==> src/rtl/serial_comparator_4_pkg.sv <==
// serial_comparator_4_pkg: shared FSM state encoding and default operand width.
package serial_comparator_4_pkg;
   localparam int DEF_WIDTH = 4;
   typedef enum logic [1:0] {
      IDLE  = 2'd0,
      SHIFT = 2'd1,
      DONE  = 2'd2
   } state_e;
endpackage

==> src/rtl/serial_comparator_4_if.sv <==
// serial_comparator_4_if: request/result bundle between a requester and the serial comparator.
interface serial_comparator_4_if #(parameter int WIDTH = 4);
   logic             start;
   logic [WIDTH-1:0] a;
   logic [WIDTH-1:0] b;
   logic             busy;
   logic             done;
   logic             eq;
   logic             gt;
   logic             lt;
   modport master (output start, a, b, input busy, done, eq, gt, lt);
   modport slave  (input start, a, b, output busy, done, eq, gt, lt);
endinterface

==> src/rtl/serial_comparator_4_cmp.sv <==
// comparator_1: single-bit equality cell.
module comparator_1 (
   input  logic i0,
   input  logic i1,
   output logic eq
);
   assign eq = ~(i0 ^ i1);
endmodule

==> src/rtl/serial_comparator_4.sv <==
// serial_comparator_4: LSB-first bit-serial unsigned magnitude comparator with registered results.
module serial_comparator_4
   import serial_comparator_4_pkg::*;
#(
   parameter int WIDTH = DEF_WIDTH
) (
   input logic                  clk,
   input logic                  rst,
   serial_comparator_4_if.slave bus
);
   localparam int CW = $clog2(WIDTH + 1);
   state_e           state_q;
   logic [WIDTH-1:0] a_q, b_q;
   logic [CW-1:0]    cnt_q;
   logic             eq_acc_q, gt_acc_q, lt_acc_q;
   logic             eq_acc_d, gt_acc_d, lt_acc_d;
   logic             busy_q, done_q, eq_q, gt_q, lt_q;
   logic             bit_eq, last;
   comparator_1 u_cmp (.i0(a_q[0]), .i1(b_q[0]), .eq(bit_eq));
   // later (more significant) differing bits overwrite earlier ones
   assign eq_acc_d = eq_acc_q & bit_eq;
   assign gt_acc_d = bit_eq ? gt_acc_q : a_q[0];
   assign lt_acc_d = bit_eq ? lt_acc_q : b_q[0];
   assign last     = cnt_q == CW'(WIDTH - 1);
   always_ff @(posedge clk) begin
      if (rst) begin
         state_q  <= IDLE;
         a_q      <= '0;
         b_q      <= '0;
         cnt_q    <= '0;
         eq_acc_q <= 1'b0;
         gt_acc_q <= 1'b0;
         lt_acc_q <= 1'b0;
         busy_q   <= 1'b0;
         done_q   <= 1'b0;
         eq_q     <= 1'b0;
         gt_q     <= 1'b0;
         lt_q     <= 1'b0;
      end else if (state_q == SHIFT) begin
         a_q      <= a_q >> 1;
         b_q      <= b_q >> 1;
         cnt_q    <= cnt_q + 1'b1;
         eq_acc_q <= eq_acc_d;
         gt_acc_q <= gt_acc_d;
         lt_acc_q <= lt_acc_d;
         if (last) begin
            state_q <= DONE;
            busy_q  <= 1'b0;
            done_q  <= 1'b1;
            eq_q    <= eq_acc_d;
            gt_q    <= gt_acc_d;
            lt_q    <= lt_acc_d;
         end
      end else if (bus.start) begin
         state_q  <= SHIFT;
         a_q      <= bus.a;
         b_q      <= bus.b;
         cnt_q    <= '0;
         eq_acc_q <= 1'b1;
         gt_acc_q <= 1'b0;
         lt_acc_q <= 1'b0;
         busy_q   <= 1'b1;
         done_q   <= 1'b0;
      end else begin
         state_q <= IDLE;
         busy_q  <= 1'b0;
         done_q  <= 1'b0;
      end
   end
   assign bus.busy = busy_q;
   assign bus.done = done_q;
   assign bus.eq   = eq_q;
   assign bus.gt   = gt_q;
   assign bus.lt   = lt_q;
endmodule
==> src/flat_wrapper.sv <==
// flat-port wrapper written by rule: the top's interface ports become plain ports
module serial_comparator_4_flat import serial_comparator_4_pkg::*;
#(
   parameter int WIDTH = DEF_WIDTH
)
  (clk, rst, bus_start, bus_a, bus_b, bus_busy, bus_done, bus_eq, bus_gt, bus_lt);
  serial_comparator_4_if #(.WIDTH(WIDTH)) bus_i ();
  input logic clk;
  input logic rst;
  input wire logic [$bits(bus_i.start)-1:0] bus_start;
  input wire logic [$bits(bus_i.a)-1:0] bus_a;
  input wire logic [$bits(bus_i.b)-1:0] bus_b;
  output wire logic [$bits(bus_i.busy)-1:0] bus_busy;
  output wire logic [$bits(bus_i.done)-1:0] bus_done;
  output wire logic [$bits(bus_i.eq)-1:0] bus_eq;
  output wire logic [$bits(bus_i.gt)-1:0] bus_gt;
  output wire logic [$bits(bus_i.lt)-1:0] bus_lt;
  assign bus_i.start = bus_start;
  assign bus_i.a = bus_a;
  assign bus_i.b = bus_b;
  assign bus_busy = bus_i.busy;
  assign bus_done = bus_i.done;
  assign bus_eq = bus_i.eq;
  assign bus_gt = bus_i.gt;
  assign bus_lt = bus_i.lt;
  serial_comparator_4 #(.WIDTH(WIDTH)) u_core (.clk(clk), .rst(rst), .bus(bus_i));
endmodule
==> config.mk <==
export PLATFORM = sky130hd
export DESIGN_NAME = serial_comparator_4_flat
export DESIGN_NICKNAME = d
export VERILOG_FILES = /design/src/rtl/serial_comparator_4_pkg.sv /design/src/rtl/serial_comparator_4_if.sv /design/src/rtl/serial_comparator_4_cmp.sv /design/src/rtl/serial_comparator_4.sv /design/src/flat_wrapper.sv
export SDC_FILE = /design/constraint.sdc
export NUM_CORES = 1
export LEC_CHECK = 0
export CORE_AREA = 8 8 54 56
export DETAILED_ROUTE_END_ITERATION = 10
export DIE_AREA = 0 0 62 64
export GPL_TIMING_DRIVEN = 1
export PLACE_DENSITY = 0.76
export SLEW_MARGIN = 20
export SYNTH_ARGS = -nofsm -noshare
export SYNTH_HDL_FRONTEND = slang
export SYNTH_SLANG_ARGS = --single-unit
==> constraint.sdc <==
create_clock -name clk -period 1.3 [get_ports clk]
set_input_delay 0.26 -clock clk [delete_from_list [all_inputs] [get_ports clk]]
set_output_delay 0.26 -clock clk [all_outputs]
set_load 0.1 [all_outputs]
==> impl_results.md <==
* Diode count at 0
* CP Capture Type: flop
* Worst Setup Start Kind: flop
* Yosys top cell by area: dfxtp_1
* Sequential element share of the synthesized area at 0.460
* Setup CP Type: reg2reg
* Core region area at roughly 2100 sq um
* Hold WC Path Type: reg2reg
* Area grow syn2layout at 38.7%
* Largest family of logic cells by synthesized area: simple AND/OR/NAND/NOR gates
* Iter 0 DRT Violations at 27
* Via count at a little under 700
* Yosys top cell area share at 0.460
* Post-Syn Area at 870 sq um
* Slowest CP cell: dfxtp_2
* Pins Over Slew Limit at 0
* #FFs+latches synth at 20
* Max_slew headroom at 0.831
* Placed Cells at 134
* # port buffers at 15
* Synth Area in Compound Gates at 0.164
* Drt drc at 0
* Power Dens Cells at ~970 nW/um^2
* Routed WL at 1800 um
* Post-Syn Nets at approximately 110
* Die area at 3970 sq um
* Worst-case clock buffer depth at 2
* 1st-pass router iterations at 4
* Worst path arrival time at 1.47 ns
* First-pass GRT wire length at around 3000 um
* Initial antenna violation count at 0
* Avg Vias per Cell at 5.04
* Reg clk slew, reported paths at 0.11 ns
* Cell Chain, Critical Path: ha_2 > ha_4 > and3b_2 > a211oi_1
* CTS buffer count at 3
* Initial core utilization at 0.413
* Hold slack at 0.470 ns
* Fmax at 798 MHz
* Yosys cell types at 25
* Post-synthesis mux area share at 0.0921
* WL/cell at 13.0 um
* Max incr delay on CP at 0.34 ns
* GRT Total Usage at 0.0995
* Max cap viols at 0
* Syn Inst Count at 92
* Final core occ at 0.573
* Setup violations, final at 0
* Minimum clock period at 1.25 ns
* Status: complete, no violations
* Die width at 62 um
* Synth warn at 0
* TritonCTS clock tree: done
* Setup bufs post-CTS at 0
* Row count at 17
* Worst EP required at 1.52 ns
* Maximum VDD drop at 0.530 mV
* Xor/xnor cell area share of the yosys netlist at 0.0101
* Clock skew at approximately 0.0048 ns
* Number of global-route vias before repair at 688
* Crit share post-route at 0.964
* ANT nets after route at 0
* Die height at ~64 um
* Final Hold Fails at 0
* Clock sink total at 20
* Nets at around 120
* Leak at 0.453 nW
* Synthesized-area fraction occupied by adder cells at 0.0288
* Dpl hpwl at 1280 um
* Grt ovf at 0
* RePlAce Congestion at 0.760
* Average size of a mapped cell at 9.45 sq um
* Root Buffer: clkbuf_4
* CP max FO at 7
* Non-Filler Instances at 138
* Max H-tree Level at 1
* Worst-Margin Slew at 0.253 ns
* Pin count of the biggest net entering global routing at 23
* Synth Area in Simple Gates at 0.180
* Worst-Skew Late Latency at 0.31 ns
* Layout cell share with drive strength beyond 1 at 0.245
* Ranking of synthesized cells by area: dfxtp_1, mux2i_1, a211oi_1, nor2_1, a21oi_1
* RSZ-0062 raised after global routing: yes
* Ports at 16
[logic make-up (layout without fill, tap and decap cells)]
kind of cell | count (synthesis) | in the layout
adders and majority gates | 2 | 2
muxes | 8 | 8
and+or+nand+nor | 30 | 30
xor gates and xnor gates | 1 | 1
buffers and inverters | 9 | 27
DFF | 20 | 20
AOI/OAI and AO/OA | 22 | 22
[final cells by class]
type,count,area (sq um)
tap,28,35.0
sequential,20,409
clock buffer,4,26.3
inverter,3,11.3
multi-input combinational,63,449
timing repair buffer,20,275
fill,174,900
[synth_stat cells]
cell,number
mux2i_1,8
o21ba_2,1
nand2b_1,4
a311oi_1,1
o211ai_1,1
nand3_1,5
xnor2_1,1
nor2_1,10
a21oi_1,7
a31oi_1,1
nor3_1,3
dfxtp_1,20
nor3b_1,1
clkbuf_1,2
ha_1,2
o21ai_0,3
buf_4,2
inv_1,3
and4bb_2,1
a211oi_1,8
nand2_1,3
and2b_1,1
and2_1,1
and3b_1,1
buf_6,2
[per-layer routing]
layer / up-vias / global-route usage / wire length, um
li1: 362 / - / -
met1: 313 / 0.114 / 788
met2: 15 / 0.150 / 876
met3: 5 / 0.0240 / 69
met4: 0 / 0.0798 / 66
met5: - / 0 / 0
[timing repair]
item | in CTS | in global routing
endpoints found under the setup margin | 2 | 4
hold buffers | 0 | 0
gates resized for setup | 1 | 9
pin swaps | 1 | 3
[state kept, by name, summed over array words and instances, names as in the netlist]
| register | count |
|---|---|
| u_core.bus.done | 1 |
| u_core.bus.lt | 1 |
| u_core.state_q | 2 |
| u_core.bus.eq | 1 |
| u_core.eq_acc_q | 1 |
| u_core.lt_acc_q | 1 |
| u_core.a_q | 4 |
| u_core.cnt_q | 3 |
| u_core.bus.gt | 1 |
| u_core.gt_acc_q | 1 |
| u_core.b_q | 4 |
[per-stage QoR]
stage | setup TNS, ns | setup WS, ns | power [mW] | instance area [sq um]
after floorplan | 0 | 0.0171 | 0.795 | 876
after global placement | -0.0435 | -0.0141 | 0.872 | 1140
after detailed placement | -0.369 | -0.0716 | 0.879 | 1140
after CTS | 0 | 0.0202 | 1.18 | 1170
after global routing | -0.0281 | -0.0105 | 1.24 | 1210
final | 0 | 0.0470 | 1.18 | 1210
[power by group]
group | switching, mW | internal (mW) | leakage [nW]
clock network | 0.187 | 0.120 | 0.0150
logic | 0.0969 | 0.103 | 0.272
registers | 0.0246 | 0.643 | 0.166
[cell usage in the layout, fill, tap and decap left out, types with 2 or more instances in the layout]
cell | netlist | routed
clkbuf_4 | 0 | 3
nor3_1 | 3 | 3
nand2b_1 | 4 | 3
a211oi_1 | 8 | 8
dfxtp_1 | 20 | 15
mux2i_1 | 8 | 8
buf_12 | 0 | 8
inv_1 | 3 | 3
buf_4 | 2 | 2
nor2_1 | 10 | 9
a21oi_1 | 7 | 6
nand2_1 | 3 | 3
nand3_1 | 5 | 5
clkdlybuf4s50_1 | 0 | 10
dfxtp_2 | 0 | 4
o21ai_0 | 3 | 3
[worst paths after layout]
path                                       from             to  slack (ns)  cells past startpoint
worst max-delay path            u_core.cnt_q[0]  u_core.bus.lt        0.05                      4
worst min-delay path            u_core.eq_acc_q  u_core.bus.eq        0.47                      2
worst max register to register  u_core.cnt_q[0]  u_core.bus.lt        0.05                      4
worst min register to register  u_core.eq_acc_q  u_core.bus.eq        0.47                      2
[worst max-delay path: cells and delay by family (launching register included)]
| kind | cells | cell delay, ns |
|---|---|---|
| simple gates | 1 | 0.25 |
| fa+ha+maj | 2 | 0.34 |
| compound gates | 1 | 0.24 |
| flops | 1 | 0.34 |
Note: power is estimated with default switching activity, not from simulation.
